<file path="src/rtl/gerenciador_ativos.sv">
// gerenciador_ativos: open-set table for the path search; holds active nodes and presents the minimum-criterion one.
// Latency: a command accepted at edge N gives valid menor_* from edge N+NUM_NA (one slot scanned per cycle).
// Backpressure: pronto_out is low while scanning; commands seen with pronto_out low are ignored, never queued.
//
// Ports:
//   clk, rst                  single rising-edge clock, synchronous active-high reset
//   atualizar_in              insert a node or relax its distance (endereco/anterior/distancia/menor_vizinho)
//   desativar_in              remove the node at endereco_in
//   retirar_in                consume the presented minimum (only acts while menor_valido_out=1)
//   pronto_out                commands are accepted this cycle
//   menor_valido_out, menor_* minimum-criterion entry; menor_* hold their last value while not valid
//   ocupacao_out, vazio_out, cheio_out  occupancy of the table
//   estouro_out               one-cycle pulse after an insertion dropped because the table was full
//
// Build option: GERENCIADOR_ATIVOS_DESEMPATE_EN makes equal criteria resolve to the larger
// distancia (then lowest index); without it equal criteria resolve to the lowest slot index.
module gerenciador_ativos #(
    parameter int NUM_NA          = 8,
    parameter int ADR_WIDTH       = 5,
    parameter int DISTANCIA_WIDTH = 5,
    parameter int CUSTO_WIDTH     = 4,
    parameter int CRITERIO_WIDTH  = 6
) (
    input  logic                        clk,
    input  logic                        rst,
    input  logic                        atualizar_in,
    input  logic                        desativar_in,
    input  logic                        retirar_in,
    input  logic [ADR_WIDTH-1:0]        endereco_in,
    input  logic [ADR_WIDTH-1:0]        anterior_in,
    input  logic [DISTANCIA_WIDTH-1:0]  distancia_in,
    input  logic [CUSTO_WIDTH-1:0]      menor_vizinho_in,
    output logic                        pronto_out,
    output logic                        menor_valido_out,
    output logic [ADR_WIDTH-1:0]        menor_endereco_out,
    output logic [ADR_WIDTH-1:0]        menor_anterior_out,
    output logic [DISTANCIA_WIDTH-1:0]  menor_distancia_out,
    output logic [CRITERIO_WIDTH-1:0]   menor_criterio_out,
    output logic [$clog2(NUM_NA+1)-1:0] ocupacao_out,
    output logic                        vazio_out,
    output logic                        cheio_out,
    output logic                        estouro_out
);
    localparam int IDX_W  = $clog2(NUM_NA);
    localparam int OCC_W  = $clog2(NUM_NA + 1);
    localparam int SOMA_W = ((DISTANCIA_WIDTH > CUSTO_WIDTH) ? DISTANCIA_WIDTH : CUSTO_WIDTH) + 1;
    localparam int EXT_W  = (SOMA_W > CRITERIO_WIDTH) ? SOMA_W : CRITERIO_WIDTH;

    typedef enum logic [1:0] {
        OCIOSO = 2'd0,
        VARRER = 2'd1,
        VALIDO = 2'd2
    } estado_t;

    estado_t estado, estado_prox;

    // Table storage
    logic                       tab_vld  [NUM_NA];
    logic [ADR_WIDTH-1:0]       tab_end  [NUM_NA];
    logic [ADR_WIDTH-1:0]       tab_ant  [NUM_NA];
    logic [DISTANCIA_WIDTH-1:0] tab_dist [NUM_NA];
    logic [CRITERIO_WIDTH-1:0]  tab_crit [NUM_NA];

    // Scan state: best candidate seen so far in the current pass
    logic [IDX_W-1:0]           scan_idx;
    logic                       best_vld;
    logic [IDX_W-1:0]           best_idx;
    logic [CRITERIO_WIDTH-1:0]  best_crit;
`ifdef GERENCIADOR_ATIVOS_DESEMPATE_EN
    logic [DISTANCIA_WIDTH-1:0] best_dist;
`endif
    logic [IDX_W-1:0]           sel_idx;   // slot that supplied the presented minimum

    logic                       cmd_ret, cmd_des, cmd_atu, cmd_any;
    logic                       hit, livre;
    logic [IDX_W-1:0]           hit_idx, livre_idx;
    logic [EXT_W-1:0]           soma, teto;
    logic [CRITERIO_WIDTH-1:0]  criterio_novo;
    logic [OCC_W-1:0]           ocupacao;
    logic                       cand_melhor, prox_best_vld, scan_fim;
    logic [IDX_W-1:0]           prox_best_idx;

    assign pronto_out       = (estado != VARRER);
    assign menor_valido_out = (estado == VALIDO);

    // Single command per cycle: retirar outranks desativar, which outranks atualizar
    assign cmd_ret = pronto_out & retirar_in;
    assign cmd_des = pronto_out & desativar_in & ~retirar_in;
    assign cmd_atu = pronto_out & atualizar_in & ~retirar_in & ~desativar_in;
    assign cmd_any = cmd_ret | cmd_des | cmd_atu;

    // Criterion computed wide enough to never wrap, then clamped to all-ones
    always_comb begin
        soma          = EXT_W'(distancia_in) + EXT_W'(menor_vizinho_in);
        teto          = EXT_W'({CRITERIO_WIDTH{1'b1}});
        criterio_novo = (soma > teto) ? teto[CRITERIO_WIDTH-1:0] : soma[CRITERIO_WIDTH-1:0];
    end

    // Address match and lowest free slot; descending loop leaves the lowest index
    always_comb begin
        hit       = 1'b0;
        hit_idx   = '0;
        livre     = 1'b0;
        livre_idx = '0;
        for (int i = NUM_NA - 1; i >= 0; i--) begin
            if (tab_vld[i] && (tab_end[i] == endereco_in)) begin
                hit     = 1'b1;
                hit_idx = IDX_W'(i);
            end
            if (!tab_vld[i]) begin
                livre     = 1'b1;
                livre_idx = IDX_W'(i);
            end
        end
    end

    always_comb begin
        ocupacao = '0;
        for (int i = 0; i < NUM_NA; i++) begin
            if (tab_vld[i]) begin
                ocupacao = ocupacao + OCC_W'(1);
            end
        end
    end

    assign ocupacao_out = ocupacao;
    assign vazio_out    = (ocupacao == '0);
    assign cheio_out    = (ocupacao == OCC_W'(NUM_NA));

    // Strict less-than keeps the earlier slot on ties unless the distancia tie-break applies
    always_comb begin
        cand_melhor = 1'b0;
        if (tab_vld[scan_idx]) begin
            if (!best_vld) begin
                cand_melhor = 1'b1;
            end else if (tab_crit[scan_idx] < best_crit) begin
                cand_melhor = 1'b1;
`ifdef GERENCIADOR_ATIVOS_DESEMPATE_EN
            end else if ((tab_crit[scan_idx] == best_crit) && (tab_dist[scan_idx] > best_dist)) begin
                cand_melhor = 1'b1;
`endif
            end
        end
        prox_best_vld = best_vld | cand_melhor;
        prox_best_idx = cand_melhor ? scan_idx : best_idx;
        scan_fim      = (scan_idx == IDX_W'(NUM_NA - 1));
    end

    always_ff @(posedge clk) begin
        if (rst) begin
            estado <= OCIOSO;
        end else begin
            estado <= estado_prox;
        end
    end

    always_comb begin
        estado_prox = estado;
        case (estado)
            OCIOSO, VALIDO: begin
                if (cmd_any) begin
                    estado_prox = VARRER;
                end
            end
            VARRER: begin
                if (scan_fim) begin
                    estado_prox = prox_best_vld ? VALIDO : OCIOSO;
                end
            end
            default: estado_prox = OCIOSO;
        endcase
    end

    always_ff @(posedge clk) begin
        if (rst) begin
            for (int i = 0; i < NUM_NA; i++) begin
                tab_vld[i] <= 1'b0;
            end
            estouro_out         <= 1'b0;
            scan_idx            <= '0;
            best_vld            <= 1'b0;
            best_idx            <= '0;
            best_crit           <= '0;
`ifdef GERENCIADOR_ATIVOS_DESEMPATE_EN
            best_dist           <= '0;
`endif
            sel_idx             <= '0;
            menor_endereco_out  <= '0;
            menor_anterior_out  <= '0;
            menor_distancia_out <= '0;
            menor_criterio_out  <= '0;
        end else begin
            estouro_out <= 1'b0;

            if (cmd_ret) begin
                if (menor_valido_out) begin
                    tab_vld[sel_idx] <= 1'b0;
                end
            end else if (cmd_des) begin
                if (hit) begin
                    tab_vld[hit_idx] <= 1'b0;
                end
            end else if (cmd_atu) begin
                if (hit) begin
                    if (distancia_in < tab_dist[hit_idx]) begin
                        tab_ant[hit_idx]  <= anterior_in;
                        tab_dist[hit_idx] <= distancia_in;
                        tab_crit[hit_idx] <= criterio_novo;
                    end
                end else if (livre) begin
                    tab_vld[livre_idx]  <= 1'b1;
                    tab_end[livre_idx]  <= endereco_in;
                    tab_ant[livre_idx]  <= anterior_in;
                    tab_dist[livre_idx] <= distancia_in;
                    tab_crit[livre_idx] <= criterio_novo;
                end else begin
                    estouro_out <= 1'b1;
                end
            end

            if (cmd_any) begin
                scan_idx <= '0;
                best_vld <= 1'b0;
            end else if (estado == VARRER) begin
                scan_idx  <= scan_fim ? '0 : scan_idx + IDX_W'(1);
                best_vld  <= prox_best_vld;
                best_idx  <= prox_best_idx;
                best_crit <= tab_crit[prox_best_idx];
`ifdef GERENCIADOR_ATIVOS_DESEMPATE_EN
                best_dist <= tab_dist[prox_best_idx];
`endif
                // Table cannot change mid-scan, so the winner's fields are read directly
                if (scan_fim && prox_best_vld) begin
                    sel_idx             <= prox_best_idx;
                    menor_endereco_out  <= tab_end[prox_best_idx];
                    menor_anterior_out  <= tab_ant[prox_best_idx];
                    menor_distancia_out <= tab_dist[prox_best_idx];
                    menor_criterio_out  <= tab_crit[prox_best_idx];
                end
            end
        end
    end

endmodule

</file>
<file path="config.mk">
export PLATFORM = sky130hd
export DESIGN_NAME = gerenciador_ativos
export DESIGN_NICKNAME = d
export VERILOG_FILES = /design/src/rtl/gerenciador_ativos.sv
export SDC_FILE = /design/constraint.sdc
export NUM_CORES = 1
export LEC_CHECK = 0
export ABC_CLOCK_PERIOD_IN_PS = 10900
export CAP_MARGIN = 20
export CORE_MARGIN = 5
export CORE_UTILIZATION = 45
export CTS_BUF_LIST = sky130_fd_sc_hd__clkbuf_8
export DETAILED_ROUTE_END_ITERATION = 8
export PLACE_DENSITY = 0.7
export SYNTH_ARGS = -nofsm -noshare
export SYNTH_HDL_FRONTEND = slang
export SYNTH_SLANG_ARGS = --single-unit
export TNS_END_PERCENT = 50
</file>
<file path="constraint.sdc">
create_clock -name clk -period 10.9 [get_ports clk]
set_clock_uncertainty 0.2 [all_clocks]
set_input_delay 2.18 -clock clk [delete_from_list [all_inputs] [get_ports clk]]
set_output_delay 2.18 -clock clk [all_outputs]
set_load 0.005 [all_outputs]
</file>
# Word-level counts from Yosys, hierarchy flattened
# Memory sizes are Yosys's and may differ from the RTL's. A register that Yosys moved wholly into a read port is not among the register bits.
# Index checks and enable logic that the tools add are counted.
# W data, S select, Z words.
# classes
addsub	9
magnitude_cmp	3
eq_ne	15
n_mux	98
bitwise	13
reduce_logical	23
# op_table
op	n
$mux W3	28
$mux W1	55
$eq A5 B5 Y1	8
$add A4 B1 Y4 const B	7
$mux W4	7
$reduce_or A5 Y1	3
$mux W6	2
$mux W5	2
$logic_and A1 B1 Y1	9
$add A5 B4 Y6	1
$and A1 B1 Y1	6
$gt A6 B6 Y1 const B	1
$lt A6 B6 Y1	1
$mux W2	3
$reduce_or A6 Y1	1
$lt A5 B5 Y1	1
$eq A4 B4 Y1 const B	1
$logic_not A4 Y1	1
$ne A2 B2 Y1 const B	2
$not A1 Y1	4
$pmux W2 S2	1
$reduce_and A2 Y1	2
$reduce_or A2 Y1	2
$add A3 B1 Y3 const B	1
8 further kinds	12
# word_totals
reg_bits	25
ram_bits	176
in_bits	24
output_inout_bits	30
word_cells	174
mem_count	5
# mem_list
name	depth	width	rd	rd_ports_with_merged_regs	wr	line_no	text
tab_crit	8	6	2	1	1	62	logic [CRITERIO_WIDTH-1:0] tab_crit [NUM_NA];
tab_ant	8	5	1	1	1	60	logic [ADR_WIDTH-1:0] tab_ant [NUM_NA];
tab_dist	8	5	2	1	1	61	logic [DISTANCIA_WIDTH-1:0] tab_dist [NUM_NA];
tab_end	8	5	9	1	1	59	logic [ADR_WIDTH-1:0] tab_end [NUM_NA];
tab_vld	8	1	9	1	8	58	logic tab_vld [NUM_NA];

# Depth between registers and ports, before layout
# An unclocked memory read counts as a cell.
# logic_depth
ltp_word	21
depth_mapped	19
mapped_depth_nobuf	19

# Worst setup path after synthesis
# No wires, ideal clock.
# synth_path
kind	input -> register
start	input port endereco_in[3]
end	memory tab_ant[4][0] (enable)
setup_ns	0.394
arrival_ns	6.213
required_ns	10.306
setup_slack_ns	4.093
stages	16
path_buffers	2
path_cell_list	buf_2 -> xor2_1 -> nor4_1 -> and3_1 -> o311ai_1 -> a21oi_1 -> clkbuf_1 -> mux2i_1 -> mux2i_1 -> ha_1 -> a21o_1 -> a21oi_1 -> nand2_1 -> nor4_1 -> o2111ai_1 -> a21oi_1
# synth_via
elab_chain_cells	20
elab_cells_between_ends	50
# synth_rtl
item	line_no	text
from (decl)	29	input logic [ADR_WIDTH-1:0] endereco_in,
$eq A5 B5 Y1	106	if (tab_vld[i] && (tab_end[i] == endereco_in)) begin
$logic_and A1 B1 Y1	106	
$mux W3 (8 in series)	106	
$mem_v2 Z8 W5	n/a	
$lt A5 B5 Y1	205	if (distancia_in < tab_dist[hit_idx]) begin
$mux W1	205	
$mux W1	204	if (hit) begin
$mux W1	203	end else if (cmd_atu) begin
$mux W1	199	end else if (cmd_des) begin
$mux W1	195	if (cmd_ret) begin
$mux W1	175	if (rst) begin
$mux W1 (implied by the code)	206	tab_ant[hit_idx] <= anterior_in;
$mux W1 (no source line)	n/a	
to (decl)	60	
# Several ways; a longest one is shown, not always the timed one.

==> impl_metrics.env <==
export IMPL_place_congestion=0.845
export IMPL_grt_pass1_vias=7482
export IMPL_grt_max_degree=36
export IMPL_synth_edff_count=176
export IMPL_synth_cells=862
export IMPL_rsz0062_at_grt="false"
export IMPL_cts_setup_buffers=0
export IMPL_finalMaxSlewViolations=0
export IMPL_fmax_ghz=0.129
export IMPL_dieArea_sq_um=27800
export IMPL_cp_start_kind="flip-flop"
export IMPL_clkSinkCount=219
export IMPL_clkLatencyLatePin_ns=0.54
export IMPL_grt_use_total_pct=19.5
export IMPL_cts_buffers=37
export IMPL_io_buffers=53
export IMPL_crit_buf_inv=4
export IMPL_hp_class="reg2reg"
export IMPL_multi_input_area_sq_um=4610
export IMPL_htreeDepth=2
export IMPL_fin_crit_sh_pct=71.2
export IMPL_rr_worst_depth=11
export IMPL_p_leak_nw=4.32
export IMPL_cts_root_buf="clkbuf_8"
export IMPL_totalWireLength_microns=27800
export IMPL_syn_nets=909
export IMPL_vdd_drop_max_mv=0.0940
export IMPL_fillCellCount=2081
export IMPL_yosysSeqAreaShare_pct=55.6
export IMPL_crit_fanout=7
export IMPL_ys_types=67
export IMPL_vias_per_cell=5.89
export IMPL_max_stage_delay_ns=0.53
export IMPL_fp_dieW_microns=167
export IMPL_powerDensity_nw_per_um2=147
export IMPL_rrSetupSlack_ns=5.77
export IMPL_synth_async_reset_ratio_pct=0
export IMPL_worstReg2RegEnd="menor_endereco_out[2]$_SDFFE_PP0P_"
export IMPL_crit_required_ns=8.52
export IMPL_endpoint_kind="primary output"
export IMPL_muxShareOfSynthArea_pct=14.5
export IMPL_synth_top_flop_cell="edfxtp_1"
export IMPL_relSlewSlack_pct=31.2
export IMPL_finalSetupTns_ns=0
export IMPL_hold_viol=0
export IMPL_cp_depth=19
export IMPL_synthToLayoutAreaGrowth_pct=15.5
export IMPL_fin_util_pct=52.7
export IMPL_cts_resized=0
export IMPL_dr_pass1_iters=5
export IMPL_final_setup_worst_slack_ns=3.14
export IMPL_io_pins=54
export IMPL_overflow=0
export IMPL_cp_startpoint="tab_vld[1]$_SDFFCE_PN0P_"
export IMPL_diodes=0
export IMPL_placed_cells=1203
export IMPL_ant_nets=0
export IMPL_crit_chain="inv_1 > ha_1 > xnor2_1 > inv_1 > ha_1 > nand2_1 > o31ai_1 > ha_1 > mux2_2 > ha_1 > mux2_2 > ha_1 > mux2i_1 > inv_1 > ha_1 > nor2_1 > a22oi_1 > nor3b_1 > clkdlybuf4s50_1"
export IMPL_timing_hold_ws_ns=0.297
export IMPL_layout_common_cells="edfxtp_1 (176), clkdlybuf4s50_1 (53), mux2_2 (50), a21oi_1 (50), clkbuf_8 (47)"
export IMPL_status="complete, no violations"
export IMPL_wl_per_cell_microns=21.8
export IMPL_drive_above_1_share_pct=17.2
export IMPL_antenna_found_initial=0
export IMPL_yosys_warnings=0
export IMPL_cp_endpoint="cheio_out"
export IMPL_fin_cells=1275
export IMPL_cts_buffer_depth=3
export IMPL_vias=7505
export IMPL_path_common_cell="ha_1"
export IMPL_crit_type="reg2out"
export IMPL_die_height_microns=167
export IMPL_synth_compound_area_share_pct=12.2
export IMPL_post_place_ws_ns=2.89
export IMPL_final_common_cell="edfxtp_1"
export IMPL_cts_tree="yes"
export IMPL_grt_pass1_wl_microns=42900
export IMPL_start_util_pct=45.6
export IMPL_syn_cell_area_sq_um=11100
export IMPL_fp_row_count=57
export IMPL_syn_avg_cell_area_sq_um=12.8
export IMPL_drt_initial_drc_count=718
export IMPL_max_cap_violations=0
export IMPL_ctsHoldBuffers=0
export IMPL_nets=969
export IMPL_cp_slowest_cell="clkdlybuf4s50_1"
export IMPL_synth_xor_area_share_pct=4.76
export IMPL_synth_seq_cells=219
export IMPL_synthAdderAreaFrac_pct=2.67
export IMPL_tightest_slew_ns=1.03
export IMPL_setup_viol=0
export IMPL_seqCellArea_sq_um=6150
export IMPL_crit_arrival_ns=5.38
export IMPL_min_period_ns=7.76
export IMPL_yosys_area_share_simple_pct=7.09
export IMPL_synth_top_family_by_area="multiplexers"
export IMPL_drc_errors=0
export IMPL_dpl_hpwl_microns=18200
export IMPL_clk_pin_slew_ns=0.06
export IMPL_cp_top_family="adder cells"
export IMPL_core_area_sq_um=24200
## worst min-delay path: stages (launching register included)
cell	delay [ns]
dfxtp_1	0.33
a21oi_1	0.06
nor2_1	0.08
## kinds of logic (layout without fill, tap and decap cells)
kind of cell             Yosys count  count (layout)
buffers and inverters             75             164
flip-flops                       219             219
multiplexers                     134             134
AND/OR/NAND/NOR                  156             156
AO/OA/AOI/OAI                    198             198
XOR/XNOR                          57              57
adder cells (fa/ha/maj)           23              23
## routing by layer
metal / up-vias / global-route usage (%) / routed length (microns)
li1: 3457 / - / -
met1: 3711 / 26.8 / 12000
met2: 286 / 31.7 / 13000
met3: 51 / 4.12 / 2160
met4: 0 / 5.66 / 622
met5: - / 0 / 0
## synthesized netlist by cell type (all sizes together) (17+ instances only)
cell / number / area share, %
inv: 22 / 0.75
buf: 26 / 1.6
nor2: 37 / 1.4
mux2: 74 / 7.6
edfxtp: 176 / 48
clkbuf: 27 / 0.92
o21ai: 33 / 1.5
nand2: 41 / 1.4
xnor2: 31 / 2.5
mux2i: 47 / 4.3
a21oi: 62 / 2.8
xor2: 24 / 1.9
ha: 22 / 2.5
nor3: 17 / 0.77
dfxtp: 43 / 7.8
## state kept, by name, indices dropped and copies added, names as in the netlist, 6 cells and up, named ones only
name,count
best_crit,6
tab_ant,40
tab_crit,48
tab_vld,8
menor_criterio_out,6
tab_dist,40
tab_end,40
## final cells by class
cell class / count / area share (%)
clock buffer: 47 / 5.06
sequential: 219 / 48.1
clock inverter: 21 / 1.17
tap: 324 / 3.17
inverter: 22 / 0.646
timing repair buffer: 74 / 5.78
multi-input combinational: 568 / 36.1
## metrics by stage
| step | power [mW] | cell area (sq um) |
|---|---|---|
| final | 1.87 | 12800 |
| after global routing | 1.94 | 12800 |
| after CTS | 1.88 | 12700 |
| after detailed placement | 1.11 | 11900 |
| after global placement | 1.11 | 11900 |
| after floorplan | 1.06 | 11100 |
## how the worst min path moves through the flow
stage                            start                      end  slack (ns)  cells after the start
3_3_place_gp   sel_idx[1]$_SDFFE_PP0P_  sel_idx[1]$_SDFFE_PP0P_        0.27                      2
2_1_floorplan  sel_idx[1]$_SDFFE_PP0P_  sel_idx[1]$_SDFFE_PP0P_        0.26                      2
3_5_place_dp   sel_idx[1]$_SDFFE_PP0P_  sel_idx[1]$_SDFFE_PP0P_        0.29                      2
5_1_grt        sel_idx[1]$_SDFFE_PP0P_  sel_idx[1]$_SDFFE_PP0P_        0.33                      2
6_report       sel_idx[1]$_SDFFE_PP0P_  sel_idx[1]$_SDFFE_PP0P_        0.30                      2
4_1_cts        sel_idx[1]$_SDFFE_PP0P_  sel_idx[1]$_SDFFE_PP0P_        0.30                      2
## where the power goes
| group | internal, mW | switching, mW | leakage [nW] |
|---|---|---|---|
| Clock | 0.439 | 0.335 | 0.462 |
| Sequential | 0.915 | 0.00819 | 1.94 |
| Combinational | 0.0775 | 0.0982 | 1.92 |
(Power assumes the default switching activity.)
==> RTL change: new RTL, config.mk and constraints unchanged <==
Change the parameter `NUM_NA` from 8 to 32.
--- a/src/rtl/gerenciador_ativos.sv
+++ b/src/rtl/gerenciador_ativos.sv
@@ -17,3 +17,3 @@
 module gerenciador_ativos #(
-    parameter int NUM_NA          = 8,
+    parameter int NUM_NA          = 32,
     parameter int ADR_WIDTH       = 5,
Ports: changed (resized ocupacao_out); port bits go from 54 to 56. The function was not compared with the original's and may differ.
==> RTL change against the original RTL <==
Count of clock-buffer cells in the layout up 80. Via count rose to 3.7 times the old value. Critical path depth up 62. Worst hold slack better by 0.89 ps. The run now ends with setup timing left. Routed wire length rose to 3.9 times the old value. Sequential cell count up 536. Sequential power rose to 3.5 times the old value. Final cell count rose to 3.6 times the old value. Setup slack worse by 9400 ps. Final area rose to 3.8 times the old value. Power rose to 5.2 times the old value. Area after synthesis rose to 3.7 times the old value. Global-route usage up 2.7 points.
==> RTL change: results <==
metrics = {
    "status": {
        "failed_checks": "setup timing",
        "status": "finished with violations",
    },
    "global_route": {
        "antenna_found_initial": 3,
        "grt_max_degree": 116,
        "grt_pass1_wl_mm": 165,
        "grt_use_total": 0.223,
    },
    "worst_setup_path": {
        "critPathTopFamily": "adder cells",
        "crit_slowest_cell": "edfxtp_1",
        "max_stage_delay_ps": 460,
        "crit_fanout": 4,
        "worstPathArrival_ps": 14780,
    },
    "cells_and_area": {
        "drive_gt1_frac": 0.279,
        "regMostFlops": "tab_crit",
        "largest_reg_flops": 192,
        "nets": 3415,
        "fillers": 7367,
    },
    "routing": {
        "vias_per_cell": 5.98,
        "drt_pass1_iterations": 5,
        "vias": 27600,
        "dr.first_iter.drc_count": 2627,
        "wire_per_inst_um": 23.6,
    },
    "clock_network": {
        "cts_max_level": 3,
        "numCtsBuffers": 118,
        "clkSlewWorstSetupHoldPaths_ps": 60,
        "clk_path_buf_depth": 3,
        "clkLatencyLatePin_ps": 760,
        "clockRootBuffer": "clkbuf_8",
    },
    "logic_synthesis": {
        "yosysUniqueCellTypes": 91,
        "synthArstFlopShare": 0,
        "syn_nets": 3048,
        "synth_fa_ha_area_frac": 0.0156,
        "muxShareOfSynthArea": 0.169,
        "ys_warn_count": 0,
        "synth.area.top_cells": "edfxtp_1, mux4_2, mux2i_1",
        "synth_edf_count": 704,
        "synth.yosys.seq_area_share": 0.547,
        "synth_xor_area_frac": 0.0781,
        "synthCells": 2975,
        "synthTopCellsByCount": "edfxtp_1, mux4_2, nor2_1",
        "synth_compound_area_frac": 0.0754,
    },
    "power_and_ir_drop": {
        "leakagePower_nw": 17.1,
        "peakVddDrop_uv": 313,
    },
    "sta": {
        "setup_violations": 7,
        "worst_slew_pin_slew_ps": 1060,
        "fin_ws_ps": -6260,
    },
    "placement": {
        "portBuffers": 55,
        "post-place-cells": 4331,
        "place.gp.congestion": 0.902,
        "hpwl_mm": 71.9,
    },
    "min_path": {
        "min_path_type": "reg -> reg",
    },
}
## RTL change: cell count changes after synthesis, moves of 106 or more
cell	change
nand2_1	+145
xor2_1	+118
nor2_1	+167
edfxtp_1	+528
a211oi_1	+106
xnor2_1	+115
clkbuf_1	+128
mux4_2	+225
## RTL change: final timing paths
check / startpoint / cells after the start / end / slack, ps
max: tab_vld[0]$_SDFFCE_PN0P_ / 81 / vazio_out / -6260
min: best_vld$_SDFFE_PP0P_ / 2 / best_vld$_SDFFE_PP0P_ / 300
max reg2reg: tab_end[31][3]$_DFFE_PP_ / 33 / tab_dist[24][3]$_DFFE_PP_ / 2360
min reg2reg: best_vld$_SDFFE_PP0P_ / 2 / best_vld$_SDFFE_PP0P_ / 300
## RTL change: final cells by class
cell class                 instances  share of cell area
clock inverter                    95              0.0138
clock buffer                     127              0.0363
sequential                       755               0.461
inverter                          63             0.00492
multi-input combinational       1960               0.377
antenna                            2            0.000104
tap                             1176              0.0306
timing repair buffer             444              0.0766
## RTL change: logic make-up (layout without fill, tap and decap cells)
group                    after synthesis  in the layout
buffers and inverters                260            729
adder cells (fa/ha/maj)               50             50
other                                  0              2
AND/OR/NAND/NOR                      752            752
AO/OA/AOI/OAI                        453            453
multiplexers                         387            387
XOR/XNOR                             318            318
flip-flops                           755            755
## RTL change: per-stage QoR
step / TNS (ps) / setup WS [ps] / instance area, um2
finish: -42190 / -6260 / 48100
global route: -48510 / -7190 / 48100
CTS: -41050 / -6040 / 47700
detailed placement: -39400 / -5870 / 44900
global placement: -36970 / -5520 / 44900
floorplan: -33100 / -5030 / 40700
## RTL change: routing by layer
layer,share of wire,vias up,track usage
met3,0.083,214,0.0442
met4,0.035,0,0.0774
met1,0.39,13900,0.293
met2,0.49,1223,0.374
li1,-,12300,-
met5,0,-,0
## RTL change: timing repair
| action | CTS | global route |
|---|---|---|
| endpoints found under the setup margin | 7 | 7 |
| pin swaps | 43 | 38 |
| gates cloned | 0 | 0 |
| gates resized for setup | 35 | 30 |
| hold buffers | 0 | 0 |
| endpoints found under the hold margin | 0 | 0 |
| buffers inserted | 39 | 23 |
## RTL change: worst reg2reg max path, delay by kind of cell, from the launching register on
family	cells	cell delay [ps]
adders and majority gates	1	310
xor gates and xnor gates	1	180
DFF	1	420
AOI/OAI and AO/OA	21	4640
and+or+nand+nor	7	1610
buffers and inverters	3	810
## RTL change: power breakdown
part           internal [mW]  leakage (nW)  total [mW]  switching, mW
sequential              3.20          6.79        3.22         0.0215
clock                   1.28          1.37        2.42           1.14
combinational           2.22          8.96        4.12           1.90
total                   6.69          17.1        9.76           3.06
